File: src/rtl/game_pkg.sv
// game_pkg: shared launcher states, launch-velocity tables and keyboard codes.
package game_pkg;
   typedef enum logic [1:0] {IDLE, AIM, FLIGHT, DONE} state_t;
   // Element [a] is the per-angle velocity factor; angle 0 is flat and angle 7 is steep.
   localparam logic [7:0][3:0] ANGLE_VX = {4'd3, 4'd4, 4'd5, 4'd6, 4'd7, 4'd7, 4'd8, 4'd8};
   localparam logic [7:0][3:0] ANGLE_VY = {4'd8, 4'd7, 4'd6, 4'd5, 4'd4, 4'd3, 4'd1, 4'd0};
   localparam logic [7:0] KEY_UP    = 8'd82;
   localparam logic [7:0] KEY_DOWN  = 8'd81;
   localparam logic [7:0] KEY_LEFT  = 8'd54;
   localparam logic [7:0] KEY_RIGHT = 8'd55;
   localparam logic [7:0] KEY_FIRE  = 8'd44;
endpackage

File: src/rtl/launch_velocity_lut.sv
// launch_velocity_lut: maps power/angle settings to the initial launch velocity.
// The returned vy is negative, which means upward on screen.
module launch_velocity_lut
   import game_pkg::*;
(
   input  logic        [3:0]  i_power,
   input  logic        [3:0]  i_angle,
   output logic signed [11:0] o_vx,
   output logic signed [11:0] o_vy
);
   logic [3:0] w_p;
   logic [2:0] w_a;
   logic [7:0] w_mx, w_my;
   assign w_p  = (i_power > 4'd7 ? 4'd7 : i_power) + 4'd1;
   assign w_a  = i_angle > 4'd7 ? 3'd7 : i_angle[2:0];
   assign w_mx = {4'd0, w_p} * {4'd0, ANGLE_VX[w_a]};
   assign w_my = {4'd0, w_p} * {4'd0, ANGLE_VY[w_a]};
   assign o_vx = {6'd0, w_mx[7:2]};
   assign o_vy = -{6'd0, w_my[7:2]};
endmodule

File: src/rtl/projectile_launcher.sv
// projectile_launcher: fires on a fire-key edge during this player's turn, integrates a
// ballistic flight once per frame and reports where the shot ended.
module projectile_launcher
   import game_pkg::*;
#(
   parameter logic [7:0] FIRE_KEY   = KEY_FIRE,
   parameter bit         DIR_LEFT   = 1'b1,
   parameter int         SCREEN_W   = 640,
   parameter int         GROUND_Y   = 479,
   parameter int         GRAVITY    = 1,
   parameter int         MAX_FLIGHT = 255
)(
   input  logic       frame_clk,
   input  logic       Reset,
   input  logic       is_in_turn,
   input  logic [7:0] keycode,
   input  logic [3:0] power,
   input  logic [3:0] angle,
   input  logic [9:0] start_x,
   input  logic [9:0] start_y,
   output logic [9:0] ball_x,
   output logic [9:0] ball_y,
   output logic       ball_active,
   output logic       turn_done,
   output logic [9:0] land_x,
   output logic       landed_ground
);
   localparam logic signed [11:0] X_MAX    = 12'(SCREEN_W - 1);
   localparam logic signed [11:0] Y_GND    = 12'(GROUND_Y);
   localparam logic signed [11:0] G        = 12'(GRAVITY);
   localparam logic signed [11:0] V_MAX    = 12'sd15;
   localparam logic        [7:0]  CNT_LAST = 8'(MAX_FLIGHT - 1);
   state_t             r_state;
   logic               r_key_prev, r_active, r_done, r_lg;
   logic signed [11:0] r_x, r_y, r_vx, r_vy;
   logic        [9:0]  r_land_x;
   logic        [7:0]  r_cnt;
   logic signed [11:0] w_vx0, w_vy0, w_nx, w_ny, w_vy_g;
   logic               w_fire, w_off, w_gnd, w_to;
   launch_velocity_lut u_lut (
      .i_power (power),
      .i_angle (angle),
      .o_vx    (w_vx0),
      .o_vy    (w_vy0)
   );
   assign w_fire = (keycode == FIRE_KEY) && !r_key_prev;
   assign w_nx   = DIR_LEFT ? r_x - r_vx : r_x + r_vx;
   assign w_ny   = r_y + r_vy;
   assign w_vy_g = r_vy + G;
   assign w_off  = w_nx[11] || (w_nx > X_MAX);
   assign w_gnd  = w_ny >= Y_GND;
   assign w_to   = r_cnt == CNT_LAST;
   assign ball_x        = r_x[9:0];
   assign ball_y        = r_y[11] ? 10'd0 : r_y[9:0];
   assign ball_active   = r_active;
   assign turn_done     = r_done;
   assign land_x        = r_land_x;
   assign landed_ground = r_lg;
   always_ff @(posedge frame_clk or negedge Reset) begin
      if (!Reset) begin
         r_state    <= IDLE;
         r_key_prev <= 1'b0;
         r_active   <= 1'b0;
         r_done     <= 1'b0;
         r_lg       <= 1'b0;
         r_x        <= '0;
         r_y        <= '0;
         r_vx       <= '0;
         r_vy       <= '0;
         r_land_x   <= '0;
         r_cnt      <= '0;
      end else begin
         r_key_prev <= keycode == FIRE_KEY;
         r_done     <= 1'b0;
         case (r_state)
            IDLE: begin
               r_active <= 1'b0;
               if (is_in_turn) r_state <= AIM;
            end
            AIM: begin
               if (!is_in_turn) r_state <= IDLE;
               else if (w_fire) begin
                  r_x      <= {2'b00, start_x};
                  r_y      <= {2'b00, start_y};
                  r_vx     <= w_vx0;
                  r_vy     <= w_vy0;
                  r_cnt    <= '0;
                  r_active <= 1'b1;
                  r_state  <= FLIGHT;
               end
            end
            FLIGHT: begin
               r_vy <= w_vy_g > V_MAX ? V_MAX : w_vy_g;
               // Off-screen wins over ground, which wins over the flight timeout.
               if (w_off) begin
                  r_land_x <= w_nx[11] ? 10'd0 : X_MAX[9:0];
                  r_lg     <= 1'b0;
               end else if (w_gnd) begin
                  r_x      <= w_nx;
                  r_y      <= Y_GND;
                  r_land_x <= w_nx[9:0];
                  r_lg     <= 1'b1;
               end else if (w_to) begin
                  r_land_x <= r_x[9:0];
                  r_lg     <= 1'b0;
               end else begin
                  r_x   <= w_nx;
                  r_y   <= w_ny;
                  r_cnt <= r_cnt + 8'd1;
               end
               if (w_off || w_gnd || w_to) begin
                  r_active <= 1'b0;
                  r_done   <= 1'b1;
                  r_state  <= DONE;
               end
            end
            default: r_state <= IDLE;
         endcase
      end
   end
endmodule

File: config.mk
export PLATFORM = sky130hd
export DESIGN_NAME = projectile_launcher
export DESIGN_NICKNAME = d
export VERILOG_FILES = /design/src/rtl/game_pkg.sv /design/src/rtl/launch_velocity_lut.sv /design/src/rtl/projectile_launcher.sv
export SDC_FILE = /design/constraint.sdc
export NUM_CORES = 1
export LEC_CHECK = 0
export CORE_MARGIN = 4
export CORE_UTILIZATION = 57
export CTS_CLUSTER_DIAMETER = 80
export CTS_CLUSTER_SIZE = 30
export DETAILED_ROUTE_END_ITERATION = 7
export PLACE_DENSITY = 0.87
export RECOVER_POWER = 25
export SETUP_SLACK_MARGIN = 0.05
export SYNTH_ARGS = -nofsm -noshare
export SYNTH_HDL_FRONTEND = slang
export SYNTH_SLANG_ARGS = --single-unit
export TNS_END_PERCENT = 50
File: constraint.sdc
create_clock -name frame_clk -period 3.9 [get_ports frame_clk]
set_input_delay 0.975 -clock frame_clk [delete_from_list [all_inputs] [get_ports frame_clk]]
set_output_delay 0.975 -clock frame_clk [all_outputs]
set_load 0.02 [all_outputs]
==> flow_metrics.env <==
export IMPL_final_max_slew_viol_count=67
export IMPL_leakagePower_nw=3.488
export IMPL_clkSinkCount=66
export IMPL_tightest_slew_ns=1.664
export IMPL_cp_end_kind="flop"
export IMPL_nets=892
export IMPL_cts_inserted_buffers=9
export IMPL_route_detailed_drc=0
export IMPL_ios=72
export IMPL_setup_violations=13
export IMPL_ys_seq_area_share_pct=29.51
export IMPL_postRouteAntennaNets=0
export IMPL_clkTransAtPathRegs_ns=0.08
export IMPL_place_hpwl_um=11580
export IMPL_fp_dieW_um=107.1
export IMPL_final_cell_mix="nand2_1 (69), buf_4 (69), dfrtp_1 (66)"
export IMPL_r2r_start="r_vy[0]$_DFFE_PN0P_"
export IMPL_cts_max_level=3
export IMPL_irDropWorstVdd_mv=0.2241
export IMPL_hold_buffers=0
export IMPL_slew_headroom_pct=-10.92
export IMPL_layoutNonFillerInstCount=929
export IMPL_yosys_warnings=0
export IMPL_power_density_nw_per_um2=281.0
export IMPL_cts_root_buf="clkbuf_8"
export IMPL_drt_wirelength_per_cell_um=16.88
export IMPL_synth_top_area_cell="dfrtp_1"
export IMPL_drive_gt1_share_pct=18.75
export IMPL_syn_cell_area_um2=5597
export IMPL_critPathLaunchType="input port"
export IMPL_finalCriticalPeriod_ns=4.626
export IMPL_grt_pass1_vias=5339
export IMPL_dieArea_um2=11470
export IMPL_dp_cells=901
export IMPL_final_core_util_pct=77.21
export IMPL_grt_total_usage_pct=27.00
export IMPL_violations="capacitance limit, slew limit, setup timing"
export IMPL_vias=5589
export IMPL_hold_worst_slack_ns=0.4873
export IMPL_fin_ws_ns=-0.7258
export IMPL_synthTopCellsByArea="dfrtp_1 (30%), ha_1 (11%), nand2_1 (4.8%)"
export IMPL_hp_class="reg2reg"
export IMPL_rsz0062_at_grt="true"
export IMPL_areaGrowthSynthToFinish_pct=29.89
export IMPL_r2r_end="r_y[2]$_DFFE_PN0P_"
export IMPL_outcome="finished with violations"
export IMPL_synth_edf_count=0
export IMPL_numPortBuffers=71
export IMPL_synthArstFlopShare_pct=100.0
export IMPL_fin_skew_ns=0.01106
export IMPL_reg2reg_slack_ns=0.18
export IMPL_globalplace_congestion=0.9370
export IMPL_hold_start="land_x[6]$_DFFE_PN0P_"
export IMPL_core_area_um2=9415
export IMPL_whs_endpoint="land_x[6]$_DFFE_PN0P_"
export IMPL_min_path_cells=1
export IMPL_insertion_delay_ns=0.35
export IMPL_ys_ff_latch=66
export IMPL_synth_ff_type="dfrtp_1"
export IMPL_critical_path_arrival_ns=4.85
export IMPL_ys_types=65
export IMPL_critical_path_class="in2reg"
export IMPL_synth_fp_nets=777
export IMPL_grt_pass1_wl_um=25250
export IMPL_crit_path_max_fanout=4
export IMPL_drt_iter0_drc=441
export IMPL_drtPass1Iterations=5
export IMPL_initial_core_util_pct=59.44
export IMPL_grt_max_degree=67
export IMPL_antenna_found_initial=0
export IMPL_required_ns=4.13
export IMPL_die_y_um=107.1
export IMPL_fin_area_um2=7269
export IMPL_routed_wl_um=15680
export IMPL_place_ws_ns=-1.387
export IMPL_clockBufferDepth=2
export IMPL_cts_tree="yes"
export IMPL_r2r_worst_path_cells=12
export IMPL_syn_inst=680
export IMPL_finalHoldViolations=0
export IMPL_max_freq_mhz=216.2
export IMPL_grt_remaining_overflow=0
export IMPL_dpl_cell_area_um2=6822
export IMPL_rows=35
export IMPL_power_mw=2.043
export IMPL_antenna_cells=0
export IMPL_cap_violations=1
export IMPL_tns_ns=-4.273
export IMPL_min_period_over_period_pct=118.6
export IMPL_via_per_inst=6.016
export IMPL_yosysTopAreaCellShare_pct=29.51
export IMPL_postSynthAreaPerCell_um2=8.230
[state kept, by name, summed over array words and instances, names as in the netlist]
signal	cells
r_vx	6
r_x	12
r_cnt	8
land_x	10
r_state	2
r_vy	12
r_key_prev	1
turn_done	1
ball_active	1
landed_ground	1
r_y	12
[cell families (layout without fill, tap and decap cells)]
logic type	after synthesis	count (layout)	synth area share, %
flops	66	66	29.51
simple gates	244	244	21.24
compound gates	195	195	22.71
mux	7	7	1.274
buf+inv	82	202	6.573
fa+ha+maj	58	58	14.31
xor+xnor	28	28	4.382
[per-layer routing]
layer  share of wire (%)  track usage (%)  vias to the layer above
met3                 6.7            4.094                       39
li1                    -                -                     2670
met2                  51            46.34                      227
met5                   0                0                        -
met1                  40            34.23                     2653
met4                 2.4            10.23                        0
[timing repair]
item,4_1_cts,5_1_grt
endpoints found under the setup margin,16,36
pin swaps,31,38
buffers inserted,9,4
resized for setup,52,20
[report_power, final]
group,switching [mW],internal (mW)
registers,0.0354,0.709
clock network,0.278,0.314
logic,0.342,0.365
total,0.655,1.39
[worst max-delay path: stages]
cell,delay [ns]
dlygate4sd2_1,0.25
or2_4,0.27
nand2_2,0.09
o21ai_2,0.07
inv_1,0.09
nand2_2,0.06
fa_1,0.52
inv_2,0.04
fa_1,0.47
ha_1,0.30
a21o_1,0.17
a21oi_2,0.13
o21bai_1,0.07
a21oi_1,0.16
xor2_1,0.25
nand2_1,0.14
nor4_4,0.34
o22ai_1,0.14
a211o_1,0.31
[how the worst max path moves through the flow]
| stage | from | to | slack, ns | cells after the start |
|---|---|---|---|---|
| 2_1_floorplan | angle[1] | r_vy[10]$_DFFE_PN0P_ | -0.77 | 17 |
| 3_3_place_gp | angle[3] | r_vy[8]$_DFFE_PN0P_ | -1.26 | 18 |
| 3_5_place_dp | angle[3] | r_vy[6]$_DFFE_PN0P_ | -1.39 | 18 |
| 4_1_cts | angle[3] | r_vy[6]$_DFFE_PN0P_ | -0.65 | 18 |
| 5_1_grt | angle[3] | r_vy[6]$_DFFE_PN0P_ | -0.90 | 20 |
| 6_report | angle[2] | r_vy[8]$_DFFE_PN0P_ | -0.73 | 19 |
[synthesized netlist by cell type, types with 6 or more instances]
| library cell | count |
|---|---|
| a211o_1 | 6 |
| a21o_1 | 13 |
| a21oi_1 | 47 |
| a31oi_1 | 7 |
| and3_1 | 14 |
| buf_4 | 11 |
| clkbuf_1 | 23 |
| dfrtp_1 | 66 |
| fa_1 | 10 |
| ha_1 | 48 |
| inv_1 | 40 |
| mux2i_1 | 6 |
| nand2_1 | 72 |
| nand2b_1 | 8 |
| nand3_1 | 24 |
| nor2_1 | 58 |
| nor2b_1 | 14 |
| nor3_1 | 18 |
| o21ai_0 | 46 |
| o22ai_1 | 12 |
| o31ai_1 | 10 |
| xnor2_1 | 13 |
| xor2_1 | 15 |
[layout make-up]
cell class | instances | area, um2
Multi-Input combinational cell | 532 | 3821
Fill cell | 647 | 2146
Sequential cell | 66 | 1652
Timing Repair Buffer | 146 | 1289
Tap cell | 129 | 161.4
Inverter | 40 | 150.1
Clock buffer | 12 | 145.1
Clock inverter | 4 | 51.30
Power figures use the tool's default switching activity.
